===== src/rtl/key_schedule_seq.sv =====
`timescale 1ns/1ps
`default_nettype none
// ============================================================================
// Module   : key_schedule_seq (with helper key_schedule_sbox)
// Purpose  : AES-128 on-the-fly round-key generator, one round key per request.
//            Build macro KEY_SCHED_BYTE_SERIAL_EN selects one shared S-box
//            (4-cycle key step) instead of four parallel S-boxes (1 cycle).
// Revision : 1.0  initial release
// ============================================================================

module key_schedule_sbox (
   input  logic [7:0] i_byte,
   output logic [7:0] o_byte
);
   localparam logic [2047:0] c_SBOX = {
      128'h637c777bf26b6fc53001672bfed7ab76, 128'hca82c97dfa5947f0add4a2af9ca472c0,
      128'hb7fd9326363ff7cc34a5e5f171d83115, 128'h04c723c31896059a071280e2eb27b275,
      128'h09832c1a1b6e5aa0523bd6b329e32f84, 128'h53d100ed20fcb15b6acbbe394a4c58cf,
      128'hd0efaafb434d338545f9027f503c9fa8, 128'h51a3408f929d38f5bcb6da2110fff3d2,
      128'hcd0c13ec5f974417c4a77e3d645d1973, 128'h60814fdc222a908846eeb814de5e0bdb,
      128'he0323a0a4906245cc2d3ac629195e479, 128'he7c8376d8dd54ea96c56f4ea657aae08,
      128'hba78252e1ca6b4c6e8dd741f4bbd8b8a, 128'h703eb5664803f60e613557b986c11d9e,
      128'he1f8981169d98e949b1e87e9ce5528df, 128'h8ca1890dbfe6426841992d0fb054bb16};

   // Entry 0 sits in the top byte, so (255 - i) * 8 selects entry i.
   assign o_byte = c_SBOX[{~i_byte, 3'b000} +: 8];
endmodule

module key_schedule_seq #(
   parameter int NUM_ROUNDS = 10
) (
   input  logic         clk,
   input  logic         rst_n,
   input  logic         start,
   input  logic [127:0] key_in,
   input  logic         next_req,
   output logic [127:0] round_key,
   output logic         round_key_valid,
   output logic [3:0]   round_idx,
   output logic         busy,
   output logic         done
);
   localparam logic [3:0] c_LAST = 4'(NUM_ROUNDS);

   typedef enum logic [1:0] {
      S_IDLE  = 2'd0,
      S_READY = 2'd1,
      S_CALC  = 2'd2
   } state_t;

   state_t        r_state;
   logic [31:0]   w_rot;
   logic [31:0]   w_sub;
   logic [31:0]   w_t;
   logic [31:0]   w_w0;
   logic [31:0]   w_w1;
   logic [31:0]   w_w2;
   logic [31:0]   w_w3;
   logic [127:0]  w_next_key;
   logic [7:0]    w_rcon;

   function automatic logic [7:0] f_rcon(input logic [3:0] n);
      case (n)
         4'd1:    f_rcon = 8'h01;
         4'd2:    f_rcon = 8'h02;
         4'd3:    f_rcon = 8'h04;
         4'd4:    f_rcon = 8'h08;
         4'd5:    f_rcon = 8'h10;
         4'd6:    f_rcon = 8'h20;
         4'd7:    f_rcon = 8'h40;
         4'd8:    f_rcon = 8'h80;
         4'd9:    f_rcon = 8'h1b;
         4'd10:   f_rcon = 8'h36;
         default: f_rcon = 8'h00;
      endcase
   endfunction

   assign w_rot  = {round_key[23:0], round_key[31:24]};
   assign w_rcon = f_rcon(round_idx + 4'd1);

`ifdef KEY_SCHED_BYTE_SERIAL_EN
   logic [1:0]  r_cnt;
   logic [23:0] r_temp;
   logic [7:0]  w_sbox_in;
   logic [7:0]  w_sbox_out;

   // Byte r_cnt of RotWord, most significant first; the last byte bypasses the temp.
   assign w_sbox_in = w_rot[{~r_cnt, 3'b000} +: 8];
   assign w_sub     = {r_temp, w_sbox_out};

   key_schedule_sbox u_sbox (
      .i_byte (w_sbox_in),
      .o_byte (w_sbox_out)
   );
`else
   generate
      for (genvar gi = 0; gi < 4; gi++) begin : g_sbox
         key_schedule_sbox u_sbox (
            .i_byte (w_rot[8*gi +: 8]),
            .o_byte (w_sub[8*gi +: 8])
         );
      end
   endgenerate
`endif

   assign w_t        = w_sub ^ {w_rcon, 24'h0};
   assign w_w0       = round_key[127:96] ^ w_t;
   assign w_w1       = round_key[95:64]  ^ w_w0;
   assign w_w2       = round_key[63:32]  ^ w_w1;
   assign w_w3       = round_key[31:0]   ^ w_w2;
   assign w_next_key = {w_w0, w_w1, w_w2, w_w3};

   always_ff @(posedge clk or negedge rst_n) begin
      if (!rst_n) begin
         r_state         <= S_IDLE;
         round_key       <= '0;
         round_key_valid <= 1'b0;
         round_idx       <= 4'd0;
         busy            <= 1'b0;
         done            <= 1'b0;
`ifdef KEY_SCHED_BYTE_SERIAL_EN
         r_cnt           <= 2'd0;
         r_temp          <= '0;
`endif
      end else if (start) begin
         r_state         <= S_READY;
         round_key       <= key_in;
         round_key_valid <= 1'b1;
         round_idx       <= 4'd0;
         busy            <= 1'b0;
         done            <= 1'b0;
`ifdef KEY_SCHED_BYTE_SERIAL_EN
         r_cnt           <= 2'd0;
         r_temp          <= '0;
`endif
      end else begin
         case (r_state)
            S_READY: begin
               if (next_req && (round_idx < c_LAST)) begin
`ifdef KEY_SCHED_BYTE_SERIAL_EN
                  r_state         <= S_CALC;
                  round_key_valid <= 1'b0;
                  busy            <= 1'b1;
                  r_cnt           <= 2'd0;
`else
                  round_key       <= w_next_key;
                  round_idx       <= round_idx + 4'd1;
                  done            <= ((round_idx + 4'd1) == c_LAST);
`endif
               end
            end
`ifdef KEY_SCHED_BYTE_SERIAL_EN
            S_CALC: begin
               r_temp <= {r_temp[15:0], w_sbox_out};
               r_cnt  <= r_cnt + 2'd1;
               if (r_cnt == 2'd3) begin
                  r_state         <= S_READY;
                  round_key       <= w_next_key;
                  round_idx       <= round_idx + 4'd1;
                  round_key_valid <= 1'b1;
                  busy            <= 1'b0;
                  done            <= ((round_idx + 4'd1) == c_LAST);
               end
            end
`endif
            default: ;
         endcase
      end
   end
endmodule
`default_nettype wire


===== config.mk =====
export PLATFORM = sky130hd
export DESIGN_NAME = key_schedule_seq
export DESIGN_NICKNAME = d
export VERILOG_FILES = /design/src/rtl/key_schedule_seq.sv
export SDC_FILE = /design/constraint.sdc
export NUM_CORES = 1
export LEC_CHECK = 0
export CAP_MARGIN = 20
export CELL_PAD_IN_SITES_DETAIL_PLACEMENT = 1
export CELL_PAD_IN_SITES_GLOBAL_PLACEMENT = 1
export CORE_MARGIN = 1.5
export CORE_UTILIZATION = 43
export CTS_BUF_LIST = sky130_fd_sc_hd__clkbuf_16
export DETAILED_ROUTE_END_ITERATION = 7
export PLACE_DENSITY = 0.8
export SLEW_MARGIN = 20
export SYNTH_ARGS = -nofsm -noshare
export SYNTH_HDL_FRONTEND = slang
export SYNTH_SLANG_ARGS = --single-unit

===== constraint.sdc =====
create_clock -name clk -period 4.4 [get_ports clk]
set_input_delay 0.88 -clock clk [delete_from_list [all_inputs] [get_ports clk]]
set_output_delay 0.88 -clock clk [all_outputs]
set_load 0.005 [all_outputs]

**After elaboration in Yosys (flattened, before gate mapping)**

Memories as Yosys holds them, arrays and structs flattened.
Cells that the tools add are included.

- Memories: 1
- Bits of input ports: 132
- Flip-flop bits (word level): 134
- Bits in read-only memories: 128
- Output and inout port bits: 135
- Logic and storage cells: 34

Memory list:

| name | depth | width | read ports | clocked after Yosys merged registers in | write ports | line | text |
|---|---|---|---|---|---|---|---|
| (no name shown) | 16 | 8 | 1 | 0 | 0 | 63 | `case (n)` |

- Reduce and logical (&&, ||, !) cells: 4
- Multiplexer cells: 9
- Shift operators: 4
- $lt $le $gt $ge: 1
- Add/sub/neg operators: 1
- Equality and inequality tests: 1
- Bitwise logic cells: 9

Operators by type and width:

| cell | count |
|---|---|
| $shiftx A2048 B12 Y8 const A | 4 |
| $mux W128 | 3 |
| $xor A32 B32 Y32 | 5 |
| $not A8 Y8 | 4 |
| $mux W4 | 3 |
| $add A4 B1 Y4 const B | 1 |
| $eq A4 B4 Y1 const B | 1 |
| $lt A4 B4 Y1 const B | 1 |
| $reduce_bool A2 Y1 | 2 |
| $mux W1 | 3 |
| $reduce_and A2 Y1 | 1 |
| $logic_and A1 B1 Y1 | 1 |

**Depth between registers and ports, before layout**

Gate-level depths: netlist (run 1).

- Depth after elaboration: 10
- Mapped depth: 16
- Gate-level depth less buffers: 11

**By module**

Synthesis (run 1) repeated with hierarchy kept, for this count alone.

- Cell total of the unflattened synthesis: 3050
- Area, all modules: 21959.8 µm²

Modules (own cells, without submodules):

| module | cells each | sequential area each (µm²) | area each (µm²) | times used |
|---|---|---|---|---|
| key_schedule_sbox | 550 | 0.0 | 3533.4 | 4 |
| key_schedule_seq | 850 | 3353.2 | 7826.3 | 1 |

**Worst setup path before layout (run 1)**

No wires, ideal clock.

- Kind: reg-to-reg
- Start: register round_key[1]
- End: register round_key[8]
- Library setup time: 126 ps
- Stages on the path, launching flop included: 17
- Path buffers: 5
- Slack: 309 ps
- Period minus slack after synthesis: 4091 ps
- Arrival: 3965 ps
- Cells stage by stage: dfrtp_1 buf_2 buf_2 clkbuf_1 inv_1 ha_1 clkbuf_1 clkbuf_1 mux2i_1 mux4_2 nand2_1 a31oi_1 nor4_2 xnor3_1 xnor2_1 a211oi_1 a311o_1

- Word-level cells in the longest chain between the ends: 10

Ends and longest elaborated chain:

| item | line | text |
|---|---|---|
| from (decl) | 37 | `output logic [127:0] round_key,` |
| from (signal assigned) | 127 | `round_key <= key_in;` |
| from (signal assigned) | 146 | `round_key <= w_next_key;` |
| $not A8 Y8 | 26 | `assign o_byte = c_SBOX[{~i_byte, 3'b000} +: 8];` |
| $shiftx A2048 B12 Y8 | 26 |  |
| $xor A32 B32 Y32 | 106 | `assign w_t = w_sub ^ {w_rcon, 24'h0};` |
| $xor A32 B32 Y32 | 107 | `assign w_w0 = round_key[127:96] ^ w_t;` |
| $xor A32 B32 Y32 | 108 | `assign w_w1 = round_key[95:64] ^ w_w0;` |
| $xor A32 B32 Y32 | 109 | `assign w_w2 = round_key[63:32] ^ w_w1;` |
| $xor A32 B32 Y32 | 110 | `assign w_w3 = round_key[31:0] ^ w_w2;` |
| $mux W128 | 139 | `if (next_req && (round_idx < c_LAST)) begin` |
| $mux W128 | 137 | `case (r_state)` |
| $mux W128 | 125 | `end else if (start) begin` |

Every way passes these cells. The select of a mux whose other input is x is not followed.
A chain may end at the register's enable or synchronous reset.

**Worst setup path after layout (run 1)**

- Start: register round_key[24]
- End: register round_key[5]

The elaborated chain is that of the path after synthesis.

==> results.txt, run 1 <==
most used cell, CP = o211ai_1
ANT nets after route = 0
worst r2r src = round_key[24]
RD Place Congestion = 1.08
Avg Cell Area, Syn = 7.32 um2
Total Wirelength = 117 mm
FFs w/ async S/R, synth = 100%
post-layout util = 50.8%
# Post-CTS Setup Buffers = 0
Max transition margin = 27.3%
Reg clk slew, reported paths = 0.07 ns
Post-Synthesis Cells = 3118
IO Port Bufs = 265
status = completed
drt via density = 7.13
Core Area = 52600 um2
commonest non-fill, non-tap cells in the layout = 308 x nand2_1, 263 x clkdlybuf4s50_1, 224 x o21ai_0, 213 x nor2_1, 181 x a21oi_1
reg2reg setup slack = 0.08 ns
met3 GRT Util = 9.94%
Layout area overhead = 17.0%
Die H = 233 um
H-tree depth = 4
commonest non-fill, non-tap cell in the layout = nand2_1
Clock Skew = 0.0106 ns
standard-cell row count = 84
Crit. End Element = flip-flop
Critical R2R Capture = round_key[5]
CP arrival = 4.78 ns
layout cells sized above 1 = 10.7%
period utilization = 98.3%
TritonCTS Buffers = 17
main flop type after synthesis = dfrtp_1
total number of vias = 27900
worst path bufs/invs = 1
Total GRT Usage = 42.6%
fmax = 0.231 GHz
Slew Viols, Final = 0
final setup fails = 0
Max-Cap Viols = 0
Slowest-stage cell, CP = ha_1
Final HPWL DP = 83.8 mm
fillcell total = 6523
initial core utilization = 43.5%
Final min period = 4.32 ns
average wire per standard cell = 30.0 um
clock latency on the worst-skew pair = 0.52 ns
I/O pin count = 267
M2 GR Usage = 64.8%
RSZ-0062 raised after global routing = no
Reg2Reg Depth = 11
register bit count reported by yosys = 134
global routing usage on met1 = 55.6%
DIE WIDTH = 233 um
number of synthesized flops with an enable pin = 0
sequential area share after synthesis = 14.7%
clk root buf = clkbuf_16
Register Area = 3380 um2
CP startpoint = round_key[24]
cells along the critical path = buf_4, ha_1, mux2i_1, mux4_2, o21ai_0, o211ai_1, o211ai_1, nand2_1, xnor3_1, or4_1, nand3_1
HP Class = primary input to async pin
Multi-input gate area = 17600 um2
syn_nets = 3313
CP Launch Type = flip-flop
CTS tree = done
Setup CP Type = flip-flop to flip-flop
Crit path required time = 4.85 ns
Synth Cell Area = 22800 um2
Netlist cell types = 106
largest net degree at the start of global routing = 122
crit-path max FO = 43
final hold vios = 0
die area = 54500 um2
Detailed Route Iter0 Violations = 4146
yosys warns = 0
grt peak-use layer = met2
global-route wire length before repair = 177 mm
Tightest Pin Transition = 1.09 ns
max incr delay on CP = 0.82 ns
Pre-Repair DR Iteration Count = 6
final net count = 3395
grt ovf = 0
CTS Buffer Depth = 2
CP top delay family = adder cells
vias in the first global route = 27500
# DRC = 0
setup TNS = 0 ns
initial antenna violation count = 12
clock sinks = 134
## kinds of logic after synthesis
family                     Yosys count  synth area share (%)
muxes                              115                  7.57
buffers and inverters              417                  8.30
DFF                                134                  14.7
and+or+nand+nor                   1142                  25.4
adders and majority gates           63                  3.48
AOI/OAI and AO/OA                 1049                  32.0
xor gates and xnor gates           197                  8.57
other                                1                0.0164
## worst max path at each step
stage	end	slack (ns)	depth (start not counted)
floorplan	round_key[8]	0.31	16
global placement	round_key[3]	0.26	11
detailed placement	round_key[18]	0.27	13
CTS	round_key[18]	0.20	13
global route	round_key[5]	0.05	11
finish	round_key[5]	0.08	11
## metal layers
| metal | vias to the layer above | share of wire (%) |
|---|---|---|
| met5 | - | 0.043 |
| met3 | 456 | 11 |
| met2 | 1914 | 44 |
| met4 | 8 | 5.7 |
| met1 | 13700 | 40 |
| li1 | 11800 | - |
## sequential cells by signal, summed over array words and instances, names as in the netlist
name	cells
done	1
round_idx	4
round_key	128
round_key_valid	1
## repair_timing
item                                    CTS  global route
resized for setup                         0             3
hold buffers                              0             0
endpoints found under the setup margin    0             3
hold endpoints to repair                  0             0
## cells in the mapped netlist (all sizes together), types with 16 or more instances
cell type    n  area (um2)
nor3b       19         143
mux2        25         289
nand4       17         106
nor2b       75         469
a21o        25         188
nor3        74         370
a31oi       65         407
a221oi      31         272
nor2       217         825
a211o       21         184
buf        177         990
o221ai      25         219
mux2i       47         470
a21oi      182         915
nand3      113         566
nor4        16         113
a211oi      59         448
ha          62         776
nand2      309        1160
o22ai       18         113
clkbuf     180         676
dfrtp      134        3350
xnor2      122        1070
mux4        43         968
or2         37         231
xor2        59         517
o211ai      64         480
a311o       17         170
or4         27         203
and2        39         244
inv         52         195
o311ai      45         402
o311a       18         180
o31ai       31         233
and3        28         175
a311oi      44         392
or3         27         169
o21ai      232        1160
nand2b      97         614
## final cells by class
cell class / count / area share [%]
repair buffers: 420 / 14.7
inverters: 60 / 0.866
clock inverters: 15 / 0.941
diodes: 10 / 0.0937
flip-flops and latches: 134 / 12.7
well taps: 688 / 3.22
clock buffers: 17 / 1.59
multi-input cells: 2567 / 65.9
## metrics by stage
step	hold WS (ns)	area [um2]	instances	worst slack [ns]
after floorplan	0.499	22800	3118	0.309
after global placement	0.517	26000	3869	0.261
after detailed placement	0.536	26000	3869	0.265
after CTS	0.479	26700	3901	0.204
after global routing	0.473	26700	3909	0.0511
final	0.421	26700	3911	0.0752
Power of run 1 is not shown: default switching activity piles up to over one toggle a cycle in this logic, so the estimate is an artifact.
==> run 2, diff against run 1 <==
==> constraint.sdc (replaced) <==
create_clock -name clk -period 4.4 [get_ports clk]
set_input_delay 0.44 -clock clk [delete_from_list [all_inputs] [get_ports clk]]
set_output_delay 0.44 -clock clk [all_outputs]
set_load 0.005 [all_outputs]
==> results.txt, run 2 (synthesized netlist as in run 1, its figures left out) <==
status = completed
Core Area = 52600 um2 (unchanged)
Max transition margin = 36.7% (+9.4 points)
RSZ-0062 raised after global routing = no
Crit path required time = 4.81 ns (-0.04 ns)
CP Launch Type = flip-flop
vias in the first global route = 28100 (+2.1%)
global-route wire length before repair = 182 mm (+2.8%)
commonest non-fill, non-tap cells in the layout = 308 x nand2_1, 263 x clkdlybuf4s50_1, 224 x o21ai_0, 213 x nor2_1, 181 x a21oi_1
Tightest Pin Transition = 0.934 ns (-0.153 ns)
Layout area overhead = 17.1%
CP arrival = 4.75 ns (-0.03 ns)
ANT nets after route = 0 (unchanged)
max reg flops = 128 (unchanged)
layout cells sized above 1 = 10.7% (-0.013 points)
Detailed Route Iter0 Violations = 3652 (-12%)
HP Class = primary input to flip-flop
CTS Buffer Depth = 2 (unchanged)
Total GRT Usage = 43.9% (+1.4 points)
average wire per standard cell = 31.1 um (+3.8%)
largest net degree at the start of global routing = 140 (+15%)
clock sinks = 134 (unchanged)
drt via density = 7.19 (+0.90%)
initial antenna violation count = 12 (unchanged)
Reg clk slew, reported paths = 0.08 ns (about the same)
Total Wirelength = 122 mm (+3.9%)
# DRC = 0 (unchanged)
largest register by flop count = round_key
TritonCTS Buffers = 17 (unchanged)
die area = 54500 um2 (unchanged)
Max-Cap Viols = 0 (unchanged)
design area = 26700 um2 (+0.12%)
DP Area = 26100 um2 (+0.42%)
Slew Viols, Final = 0 (unchanged)
IO Port Bufs = 265 (unchanged)
Final HPWL DP = 87.6 mm (+4.5%)
CTS tree = done
crit-path max FO = 11 (-74%)
final worst-path setup slack = 0.0567 ns (-0.0185 ns)
final net count = 3399 (+0.12%)
Regs by FF count = round_key x128, round_idx x4
clk root buf = clkbuf_16
fmax = 0.230 GHz (-0.43%)
DIE WIDTH = 233 um (unchanged)
standard-cell row count = 84 (unchanged)
I/O pin count = 267 (unchanged)
final setup fails = 0 (unchanged)
Clock Skew = 0.0204 ns (+0.00982 ns)
commonest non-fill, non-tap cell in the layout = nand2_1
grt ovf = 0 (unchanged)
initial core utilization = 43.5% (unchanged)
H-tree depth = 4 (unchanged)
RD Place Congestion = 1.10 (+1.5%)
total number of vias = 28200 (+1.0%)
Pre-Repair DR Iteration Count = 6 (unchanged)
Final min period = 4.34 ns (+0.0185 ns)
Setup CP Type = flip-flop to flip-flop
period utilization = 98.7% (+0.42 points)
setup TNS = 0 ns (unchanged)
clock latency on the worst-skew pair = 0.51 ns (about the same)
pre-CTS setup slack = 0.122 ns (-0.143 ns)
Die H = 233 um (unchanged)
Crit. End Element = flip-flop
final hold vios = 0 (unchanged)
-- run 2: what timing repair did --
action,4_1_cts,5_1_grt
gates resized for setup,0,2
hold buffers,1,0
setup endpoints to repair,0,2
hold endpoints to repair,28,0
buffers inserted,0,0
-- run 2: final timing paths --
check / from / slack (ns) / cells past startpoint / end
setup / recovery: round_key[25] / 0.06 / 12 / round_key[3]
hold / removal: start / 0.37 / 2 / round_idx[0]
setup reg to reg: round_key[25] / 0.06 / 12 / round_key[3]
hold reg to reg: done / 0.53 / 2 / done
max in group asynchronous: rst_n / 2.96 / 3 / round_key[18]
min in group asynchronous: rst_n / 0.54 / 2 / round_key[74]
-- run 2: through the flow --
| stage | instances | hold slack, ns | util, % |
|---|---|---|---|
| global placement | 3872 | 0.465 | 49.7 |
| global route | 3912 | 0.417 | 50.9 |
| floorplan | 3118 | 0.144 | - |
| CTS | 3905 | 0.362 | 50.8 |
| detailed placement | 3872 | 0.495 | 49.7 |
| finish | 3916 | 0.366 | 50.9 |
-- run 2: area by class of cell --
cell class                 instances  area, um2
timing repair buffer             424       4050
antenna                           11       27.5
clock buffer                      17        425
multi-input combinational       2567      17600
inverter                          60        231
clock inverter                    15        163
tap                              688        861
fill                            6475      25800
sequential                       134       3380
-- run 2: metal layers --
layer / share of wire [%] / wire length (um) / global-route usage (%) / up-vias
met3: 11 / 13100 / 10.7 / 510
met5: 0.037 / 45 / 0 / -
met2: 44 / 54100 / 68.6 / 2077
met4: 6.5 / 7920 / 25.7 / 6
met1: 38 / 46700 / 54.9 / 13800
li1: - / - / - / 11800
-- run 2: worst max-delay path: stages, from the launching register on --
cell and delay, ns:
dfrtp_1 0.57, buf_4 0.31, ha_1 0.56, buf_4 0.27, inv_1 0.07, mux4_2 0.51, a221oi_1 0.34, o21ai_0 0.18
a32oi_2 0.41, xnor3_1 0.33, xor2_1 0.17, or3_1 0.33, a31oi_1 0.21
Power of run 2 is left out for the same reason.
